File: src/rtl/demux16_pkg.sv
// Shared types and constants for the 1-to-16 serial demultiplexer/deserializer.
package demux16_pkg;

    localparam int unsigned SEL_W = 4;
    localparam int unsigned WIDTH = 2 ** SEL_W;

    localparam logic [WIDTH-1:0] RESET_WORD = 16'h0000;

    typedef enum logic [1:0] {
        IDLE  = 2'd0,
        SHIFT = 2'd1,
        DONE  = 2'd2
    } state_e;

endpackage

File: src/rtl/demux16_sel_cnt.sv
// SEL_W-bit capture index counter: clear has priority over increment, and a
// terminal-count flag marks the last bit position of the word.
module demux16_sel_cnt
    import demux16_pkg::*;
(
    input  logic             clk,
    input  logic             rst_n,
    input  logic             inc_i,
    input  logic             clr_i,
    output logic [SEL_W-1:0] cnt_o,
    output logic             tc_o
);

    logic [SEL_W-1:0] cnt_q;

    always_ff @(posedge clk or negedge rst_n) begin
        if (!rst_n) begin
            cnt_q <= '0;
        end else if (clr_i) begin
            cnt_q <= '0;
        end else if (inc_i) begin
            cnt_q <= cnt_q + SEL_W'(1);
        end
    end

    assign cnt_o = cnt_q;
    assign tc_o  = (cnt_q == SEL_W'(WIDTH - 1));

endmodule

File: src/rtl/demux16_deser.sv
// Serial-to-16-bit deserializer, LSB first, with a one-cycle out_valid pulse.
// Optional direct bit-write port on data_out is enabled by DEMUX16_DIRECT_WR_EN.
module demux16_deser
    import demux16_pkg::*;
(
    input  logic             clk,
    input  logic             rst_n,
    input  logic             start,
    input  logic             din,
    input  logic             din_valid,
    input  logic             wr_en,
    input  logic [SEL_W-1:0] wr_sel,
    input  logic             wr_bit,
    output logic [SEL_W-1:0] sel,
    output logic             busy,
    output logic [WIDTH-1:0] data_out,
    output logic             out_valid
);

    state_e           state_q;
    logic             busy_q;
    logic             out_valid_q;
    logic [WIDTH-1:0] data_out_q;
    logic [WIDTH-1:0] shift_buf_q;
    logic [WIDTH-1:0] shift_buf_d;

    logic             bit_fire;
    logic             word_done;
    logic             sel_tc;

    assign bit_fire  = (state_q == SHIFT) && din_valid;
    assign word_done = bit_fire && sel_tc;

    demux16_sel_cnt u_sel_cnt (
        .clk   (clk),
        .rst_n (rst_n),
        .inc_i (bit_fire && !sel_tc),
        .clr_i (word_done || ((state_q == IDLE) && start)),
        .cnt_o (sel),
        .tc_o  (sel_tc)
    );

    // NOTE: default first so every path assigns shift_buf_d and no latch is inferred;
    // blocking assignments are correct here because this block is purely combinational.
    always_comb begin
        shift_buf_d = shift_buf_q;
        if (bit_fire) begin
            shift_buf_d[sel] = din;
        end
    end

    // NOTE: the capture buffer is reset explicitly; it is a flop vector, not a RAM,
    // and a reset mid-capture must leave no stale partial word behind.
    always_ff @(posedge clk or negedge rst_n) begin
        if (!rst_n) begin
            state_q     <= IDLE;
            busy_q      <= 1'b0;
            out_valid_q <= 1'b0;
            data_out_q  <= RESET_WORD;
            shift_buf_q <= '0;
        end else begin
            out_valid_q <= 1'b0;
            shift_buf_q <= shift_buf_d;

            case (state_q)
                IDLE: begin
                    if (start) begin
                        state_q <= SHIFT;
                        busy_q  <= 1'b1;
                    end
                end
                SHIFT: begin
                    if (word_done) begin
                        state_q     <= DONE;
                        out_valid_q <= 1'b1;
                    end
                end
                DONE: begin
                    state_q <= IDLE;
                    busy_q  <= 1'b0;
                end
                default: begin
                    state_q <= IDLE;
                    busy_q  <= 1'b0;
                end
            endcase

            // A completing capture overrides a same-edge direct write in full.
            if (word_done) begin
                data_out_q <= shift_buf_d;
            end
`ifdef DEMUX16_DIRECT_WR_EN
            else if (wr_en) begin
                data_out_q[wr_sel] <= wr_bit;
            end
`endif
        end
    end

`ifndef DEMUX16_DIRECT_WR_EN
    logic unused_wr;
    assign unused_wr = ^{wr_en, wr_sel, wr_bit};
`endif

    assign busy      = busy_q;
    assign out_valid = out_valid_q;
    assign data_out  = data_out_q;

endmodule

File: config.mk
export PLATFORM = sky130hd
export DESIGN_NAME = demux16_deser
export DESIGN_NICKNAME = d
export VERILOG_FILES = /design/src/rtl/demux16_pkg.sv /design/src/rtl/demux16_sel_cnt.sv /design/src/rtl/demux16_deser.sv
export SDC_FILE = /design/constraint.sdc
export NUM_CORES = 1
export LEC_CHECK = 0
export BUFFER_PORTS_ARGS = -buffer_cell sky130_fd_sc_hd__buf_4
export CAP_MARGIN = 10
export CORE_ASPECT_RATIO = 1.75
export CORE_UTILIZATION = 55
export CTS_CLUSTER_SIZE = 14
export DETAILED_ROUTE_END_ITERATION = 7
export PLACE_DENSITY = 0.78
export SKIP_CTS_REPAIR_TIMING = 1
export SLEW_MARGIN = 20
export SYNTH_ARGS = -nofsm -noshare
export SYNTH_HDL_FRONTEND = slang
export SYNTH_HIERARCHICAL = 1
export SYNTH_SLANG_ARGS = --single-unit
export TNS_END_PERCENT = 5
File: constraint.sdc
create_clock -name clk -period 1.89 [get_ports clk]
set_input_delay 0.378 -clock clk [delete_from_list [all_inputs] [get_ports clk]]
set_output_delay 0.378 -clock clk [all_outputs]
set_load 0.01 [all_outputs]
# Yosys cells after proc, flatten, opt, wreduce, memory -nomap -nowiden
# Cells that the tools add are included.
[word_totals]
wordCells = 38
ff_bits = 40
out_inout_bits = 22
input_bits = 11
[classes]
n_lt_le_gt_ge = 2
eq_ne = 4
bitwise = 1
n_addsub = 1
n_reduce_logical = 11
mux = 13
[ops]
columns = ["operator", "count"]
rows = [
  ["bitwise mux 16 bit", 1],
  ["2-to-1 mux 16 bit", 1],
  ["2-to-1 mux 4 bit", 2],
  ["logical AND 1 bit", 5],
  ["< comparator 4 x 5 -> 1 bit (second input constant)", 1],
  ["adder 4 x 1 -> 4 bit (second input constant)", 1],
  ["demux 1 bit (select 4 bit)", 1],
  ["== test 4 bit (second input constant)", 1],
  ["greater-or-equal comparator 4 x 1 -> 1 bit (second input constant)", 1],
  ["2-to-1 mux 1 bit", 4],
  ["2-to-1 mux 2 bit", 2],
  ["inequality test 2 bit (second input constant)", 2],
  ["case mux 2 bit (2 select lines)", 1],
  ["AND reduction 2 bit", 2],
  ["== test 2 x 1 -> 1 bit (second input constant)", 1],
  ["logical NOT 2 bit", 1],
  ["case mux 1 bit (2 select lines)", 1],
  ["nonzero test 2 bit", 1],
  ["logical NOT 1 bit", 1],
  ["logical OR 1 bit", 1],
  ["inverter 1 bit", 1],
]

# Longest topological paths before layout
# Gate-level depths: netlist of the first run.
[depth]
depth_word = 6
depth_mapped = 7
ltp_nobuf = 6

# Cells and area by module
# The synthesis of the first run kept the hierarchy.
[modules_own_cells]
columns = ["mod", "cells_per_inst", "area_per_inst_um2", "instances"]
rows = [
  ["demux16_deser", 170, 1751.7, 1],
  ["demux16_sel_cnt", 17, 198.9, 1],
]

# Least setup slack after synthesis of the first run
# Ideal clock, no wire load.
[synth_path]
path_type = "reg-to-reg"
start = "reg u_sel_cnt.cnt_q[0] (netlist: u_sel_cnt/cnt_o[0])"
end = "reg u_sel_cnt.cnt_q[3] (netlist: u_sel_cnt/cnt_o[3])"
required_ps = 1765
period_less_slack_ps = 1824
t_arrival_ps = 1699
path_buffers = 1
setup_slack_ps = 66
setup_time_ps = 125
stages_incl_launch_ff = 8
cell_sequence = "dfrtp_1 ha_1 and3_1 nand4b_1 clkbuf_1 o21ai_0 nor2_1 mux2_4"
[synth_via]
elab_chain_len = 4
word_cells_on_any_way = 9
classes_between = "add/sub (1); eq/ne (1); mux (2); reduce/logical (5)"
[synth_rtl]
columns = ["item", "line_no", "text"]
rows = [
  ["start, declared", "demux16_sel_cnt.sv:14", "logic [SEL_W-1:0] cnt_q;"],
  ["start signal, assigned", "demux16_sel_cnt.sv:22", "cnt_q <= cnt_q + SEL_W'(1);"],
  ["== test 4 bit *", "demux16_sel_cnt.sv:27", "assign tc_o = (cnt_q == SEL_W'(WIDTH - 1));"],
  ["via sel_tc", "demux16_deser.sv:29", "logic sel_tc;"],
  ["logical AND 1 bit / logical NOT 1 bit (equally long branches)", "demux16_deser.sv:32, demux16_deser.sv:37", ""],
  ["logical OR 1 bit / logical AND 1 bit (equally long branches)", "demux16_deser.sv:38, demux16_deser.sv:37", ""],
  ["2-to-1 mux 4 bit / nonzero test 2 bit (equally long branches)", "-", ""],
]
# The timed path passes the listed nets; every way through them passes the cells marked *. The select of a mux whose other input is x is not followed.
# A chain may end at the register's enable or synchronous reset.

# Worst setup path in the final report of the first run
[layout_path]
start = "reg u_sel_cnt.cnt_q[0] (netlist: u_sel_cnt/cnt_o[0])"
end = "reg data_out_q[11] (netlist: data_out[11])"
[layout_via]
word_cells_on_any_way = 9
classes_between = "order compare (2); eq/ne (1); mux (4); reduce/logical (2)"
[layout_rtl]
columns = ["item", "line_no", "text"]
rows = [
  ["== test 4 bit", "demux16_sel_cnt.sv:27", ""],
  ["via sel_tc", "demux16_deser.sv:29", ""],
  ["logical AND 1 bit", "demux16_deser.sv:32", "assign word_done = bit_fire && sel_tc;"],
  ["end signal, assigned", "demux16_deser.sv:90", "data_out_q <= shift_buf_d;"],
  ["end, declared", "demux16_deser.sv:23", "logic [WIDTH-1:0] data_out_q;"],
]
# The timed path passes the listed nets, and every way through them passes these cells.

==> results of run 1 <==
registers in the layout (all words and copies together) (netlist names):
register and flops:
busy 1, data_out 16, out_valid 1, shift_buf_q 16, state_q 2, u_sel_cnt/cnt_o 4
through the flow:
stage	hold slack [ns]	std cells	instance area [µm²]	power, W
after global placement	0.3623	250	2175	0.003003
final	0.05372	258	2265	0.003663
after CTS	0.06617	258	2265	0.003690
after detailed placement	0.3825	250	2175	0.003109
after floorplan	0.08241	187	1951	0.002506
after global routing	0.09489	258	2265	0.003916
critical path, cell delays in order (launching register included):
cell	delay (ns)
dfrtp_1	0.35
ha_1	0.19
and3_1	0.19
nand4b_1	0.13
buf_4	0.19
inv_1	0.10
buf_4	0.24
nor2_1	0.07
a31oi_1	0.16
final cells by class:
class	count	area [µm²]	area share (%)
Tap cell	45	56.30	2.486
Multi-Input combinational cell	127	847.1	37.40
Inverter	4	15.01	0.6630
Sequential cell	40	1001	44.20
Timing Repair Buffer	34	255.2	11.27
Clock buffer	8	90.09	3.978
path summary, 6_finish.rpt:
path | slack, ns | endpoint | depth (start not counted)
max | 0.18 | data_out[11]$_DFFE_PN0P_ | 8
max in group asynchronous | 1.50 | shift_buf_q[3]$_DFF_PN0_ | 1
min | 0.05 | shift_buf_q[11]$_DFF_PN0_ | 1
min reg2reg | 0.50 | data_out[15]$_DFFE_PN0P_ | 2
min in group clk | 0.38 | state_q[0]$_DFFE_PN0P_ | 3
max reg2reg | 0.18 | data_out[11]$_DFFE_PN0P_ | 8
Yosys cell counts (3+ instances only):
cell | number | share of area, %
mux2i_1 | 6 | 3.1
clkbuf_1 | 3 | 0.58
o21ai_0 | 15 | 3.8
nor2_1 | 17 | 3.3
buf_2 | 10 | 2.6
nor3_1 | 9 | 2.3
o31ai_1 | 5 | 1.9
a31oi_1 | 11 | 3.5
inv_1 | 4 | 0.77
nand4b_1 | 3 | 1.3
mux2_2 | 11 | 6.4
nand4_1 | 4 | 1.3
nor4_1 | 4 | 1.3
or3_1 | 3 | 0.96
nand2_1 | 11 | 2.1
dfrtp_1 | 40 | 51
nand2b_1 | 5 | 1.6
logic make-up (layout without fill, tap and decap cells):
kind of cell | count (synthesis) | after routing
AND/OR/NAND/NOR | 71 | 71
adder cells (fa/ha/maj) | 1 | 1
buffers and inverters | 20 | 46
XOR/XNOR | 1 | 1
multiplexers | 19 | 19
AO/OA/AOI/OAI | 35 | 35
flip-flops | 40 | 40
metal layers:
metal	share of wire [%]	up-vias	routed length, µm
met5	0	-	0
met2	56	30	2186
met1	39	724	1517
li1	-	721	-
met4	2.5	0	97
met3	2.4	9	95
placed cells by master (no fill, tap or decap), types with 2 or more instances in the layout:
cell / instances
nand4_1: 4
dfrtp_1: 40
nand2b_1: 5
nor4b_1: 2
clkbuf_8: 6
a31oi_1: 11
or3_1: 3
nand4b_1: 3
o31ai_1: 5
nand2_1: 11
mux2_2: 11
inv_1: 4
nor2_1: 17
clkbuf_1: 2
nor2b_1: 2
nand3b_1: 2
o21ai_0: 15
buf_4: 34
a21oi_1: 2
nor4_1: 4
nor3_1: 9
mux2i_1: 6
power by group:
group          internal, W  switching (W)  leakage [nW]
logic             0.000761       0.000885         0.476
registers          0.00122       0.000221         0.503
clock network     0.000298       0.000277        0.0455
==> impl_metrics.tcl, run 1 <==
set metrics [dict create \
    grt.busiest_layer "met2" \
    root_buffer "clkbuf_8" \
    antenna_found_initial 0 \
    grt-ovfl-total 0 \
    vias 1484 \
    gp_congestion 0.7650 \
    yosysSeqAreaShare_pct 51.31 \
    ys_warn_count 6 \
    fillers 289 \
    initial_core_util_pct 57.40 \
    cts_made_buffers 5 \
    synth_top_family_by_area "simple AND/OR/NAND/NOR gates" \
    slew_headroom_pct 61.55 \
    grt_pass1_vias 1349 \
    worst_setup_path_start_kind "register" \
    fmax_ghz 0.5844 \
    synthDistinctLibCells 38 \
    leakagePower_nw 1.024 \
    routed_wl_um 3897 \
    critPathArrivalTime_ns 1.91 \
    die_area_um2 3798 \
    cts.clk_slew.worst_paths_ns 0.07 \
    htreeDepth 2 \
    preCtsSetupSlack_ns 0.1978 \
    drv_slew 0 \
    cp.required_ns 2.09 \
    synth-compound-area-share_pct 10.58 \
    avgRoutedWirePerCell_um 15.10 \
    num_antenna_cells 0 \
    skew_ns 0.005201 \
    track_usage_pct 24.05 \
    p_per_area_nw_per_um2 1618 \
    drive_above_1_share_pct 26.29 \
    syn_avg_cell_area_um2 10.43 \
    hpwl_um 2847 \
    cts_sinks 40 \
    ant_nets 0 \
    core_area_um2 3398 \
    grt_util_met2_pct 41.39 \
    synthSimpleGateAreaFrac_pct 20.97 \
    synthMuxAreaShare_pct 10.78 \
    async_flop_share_pct 100.0 \
    rsz0062_at_grt "no" \
    insertion_delay_ns 0.29 \
    setup_viol 0 \
    grt_use_met3_pct 5.333 \
    numPortBuffers 26 \
    synth_ff_type "dfrtp_1" \
    ios 33 \
    drt-vias-per-instance 5.752 \
    post-route-min-period_ns 1.711 \
    critPathMaxFanout 23 \
    synth_edf_count 0 \
    netlist_instances 187 \
    grt_max_degree 41 \
    die_x_um 47.02 \
    clock_path_buffers 2 \
    die_h_um 80.78 \
    syn-cell-area_um2 1951 \
    grt_first_pass_wirelength_um 6375 \
    path_class "register to register" \
    r2r_start "u_sel_cnt/cnt_o[0]$_DFFE_PN0P_" \
    worst_setup_path_end_kind "register" \
    area_delta_synth_final_pct 16.10 \
    fin_nets 224 \
    ys_ff_latch 40 \
    firstDrtPassIters 4 \
    fin_crit_sh_pct 90.54 \
    synthesis.nets 199 \
    use_met1_pct 26.40 \
    hold_path_class "primary input to async pin" \
    setup.worst_path.start "u_sel_cnt/cnt_o[0]$_DFFE_PN0P_" \
    synth_xor_area_share_pct 0.4490 \
    setup_tns_ns 0 \
    num_rows 28 \
    worst_pin_slew_ns 0.5708 \
    max_cap_violations 0 \
    final-hold-violation-count 0 \
    remaining_drc_errors 0 \
    setup_ws_ns 0.1787 \
    final_util_pct 66.64 \
    status "complete, no violations" \
    max-vdd-ir-drop_mv 1.121 \
    drt_iter0_markers 17 \
    synthAdderAreaFrac_pct 0.6414 \
    cts_tree "yes" \
]
Power figures use the tool's default switching activity.
==> run 2, diff against run 1 <==
BUFFER_PORTS_ARGS = unset   (was -buffer_cell sky130_fd_sc_hd__buf_4)
DONT_BUFFER_PORTS = 1   (was unset)
PLACE_DENSITY = 0.7   (was 0.78)
==> run 2 against run 1 <==
Count of clock-buffer cells in the layout is 1 lower. Clock skew is 0.0017 ns lower. Core utilization is 4.0 points lower. Worst setup slack worse by 0.037 ns. Cell count is 8.9% lower. Sequential power is 8% higher.
==> impl_metrics.tcl, run 2 (synthesis gave the netlist of run 1 again) <==
set metrics [dict create \
    status "complete, no violations" \
    root_buffer "clkbuf_8" \
    fin_nets 202 \
    whs_path_depth 1 \
    setup_tns_ns 0 \
    cts.clk_slew.worst_paths_ns 0.07 \
    antenna_found_initial 0 \
    ios 33 \
    instances_no_fill 235 \
    post-route-min-period_ns 1.748 \
    ff_latch_area_um2 1001 \
    leakagePower_nw 0.9253 \
    die_h_um 80.78 \
    fillers 292 \
    final-hold-violation-count 0 \
    cts_tree "yes" \
    max-vdd-ir-drop_mv 1.204 \
    initial_core_util_pct 57.40 \
    setup_viol 0 \
    skew_ns 0.003533 \
    r2r-end "u_sel_cnt/cnt_o[3]$_DFFE_PN0P_" \
    grt_pass1_vias 1337 \
    clock_path_buffers 2 \
    final_util_pct 62.63 \
    fmax_ghz 0.5720 \
    die_x_um 47.02 \
    drt-vias-per-instance 5.919 \
    remaining_drc_errors 0 \
    firstDrtPassIters 4 \
    final_area_um2 2128 \
    ant_nets 0 \
    area_delta_synth_final_pct 9.108 \
    vias 1391 \
    dp_cells 226 \
    setup_ws_ns 0.1419 \
    hold_path_class "primary input to register" \
    hold_path_end "shift_buf_q[9]$_DFF_PN0_" \
    slew_headroom_pct 76.58 \
    final_common_cell "dfrtp_1" \
    hold_start "din" \
    critPathMaxFanout 7 \
    drive_above_1_share_pct 17.89 \
    ff2ff_setup_slack_ns 0.14 \
    hpwl_um 2690 \
    worst_pin_slew_ns 0.3489 \
    worst_setup_path_start_kind "register" \
    mostFrequentLayoutCells "40 x dfrtp_1, 17 x nor2_1, 14 x o21ai_0" \
    path_class "register to register" \
    htreeDepth 2 \
    worst_setup_path_end_kind "register" \
    die_area_um2 3798 \
    drv_slew 0 \
    place_area_um2 1994 \
    reg2regPathDepth 6 \
    max_cap_violations 0 \
    grt-ovfl-total 0 \
    core_area_um2 3398 \
    rsz0062_at_grt "no" \
    p_per_area_nw_per_um2 1607 \
    cts_sinks 40 \
    cts_made_buffers 5 \
    critPathArrivalTime_ns 1.92 \
    track_usage_pct 23.30 \
    cp.required_ns 2.06 \
    grt_first_pass_wirelength_um 6258 \
    grt_max_degree 41 \
    insertion_delay_ns 0.29 \
    r2r_start "u_sel_cnt/cnt_o[1]$_DFFE_PN0P_" \
    multiInputGateArea_um2 847.1 \
    numPortBuffers 0 \
    gp_congestion 0.7791 \
    preCtsSetupSlack_ns 0.1415 \
    num_antenna_cells 0 \
    avgRoutedWirePerCell_um 16.29 \
    num_rows 28 \
    drt_iter0_markers 37 \
    routed_wl_um 3829 \
    fin_crit_sh_pct 92.49 \
]
run 2: changes by cell type in the layout (fill, tap and decap cells not counted), sizes merged:
cell and delta:
clkbuf -1, buf -23, dlygate4sd3 +1
run 2: layout make-up:
class                           count  share of cell area, %
Multi-Input combinational cell    127                  39.80
Inverter                            4                 0.7055
Timing Repair Buffer               12                  5.291
Sequential cell                    40                  47.03
Tap cell                           45                  2.646
Clock buffer                        7                  4.527
run 2: through the flow:
stage | total power [W] | hold slack, ns
global placement | 0.002728 | 0.08320
global route | 0.003688 | 0.2188
detailed placement | 0.002819 | 0.08329
floorplan | 0.002506 | 0.08241
CTS | 0.003423 | -0.2289
finish | 0.003420 | 0.2347
run 2: layer usage:
layer / global-route usage [%] / up-vias / wire length, µm / share of wire, %
met1: 26.82 / 675 / 1569 / 41
li1: - / 677 / - / -
met3: 5.556 / 8 / 144 / 3.8
met2: 39.72 / 31 / 2041 / 53
met4: 9.429 / 0 / 73 / 1.9
met5: 0 / - / 0 / 0
run 2: power by group:
| part | switching (W) | internal, W | total [W] |
|---|---|---|---|
| sequential | 0.000338 | 0.00122 | 0.00156 |
| combinational | 0.000706 | 0.000558 | 0.00126 |
| clock | 0.000272 | 0.000325 | 0.000597 |
| total | 0.00132 | 0.00210 | 0.00342 |
run 2: worst max-delay path by stage:
stage                                   startpoint                             end  slack, ns  depth (start not counted)
CTS                 u_sel_cnt/cnt_o[1]$_DFFE_PN0P_  u_sel_cnt/cnt_o[3]$_DFFE_PN0P_       0.12                          6
floorplan           u_sel_cnt/cnt_o[0]$_DFFE_PN0P_  u_sel_cnt/cnt_o[3]$_DFFE_PN0P_       0.07                          7
global route        u_sel_cnt/cnt_o[1]$_DFFE_PN0P_  u_sel_cnt/cnt_o[3]$_DFFE_PN0P_      0.004                          6
finish              u_sel_cnt/cnt_o[1]$_DFFE_PN0P_  u_sel_cnt/cnt_o[3]$_DFFE_PN0P_       0.14                          6
detailed placement  u_sel_cnt/cnt_o[1]$_DFFE_PN0P_  u_sel_cnt/cnt_o[3]$_DFFE_PN0P_       0.14                          6
global placement    u_sel_cnt/cnt_o[1]$_DFFE_PN0P_  u_sel_cnt/cnt_o[3]$_DFFE_PN0P_       0.22                          6
run 2: worst max-delay path, cell delays in order, from the launching register on:
cell and delay (ns):
dfrtp_1 0.46, ha_1 0.23, and3_1 0.20, nand4b_1 0.15, o21ai_1 0.24, nor2_1 0.09
mux2_4 0.27
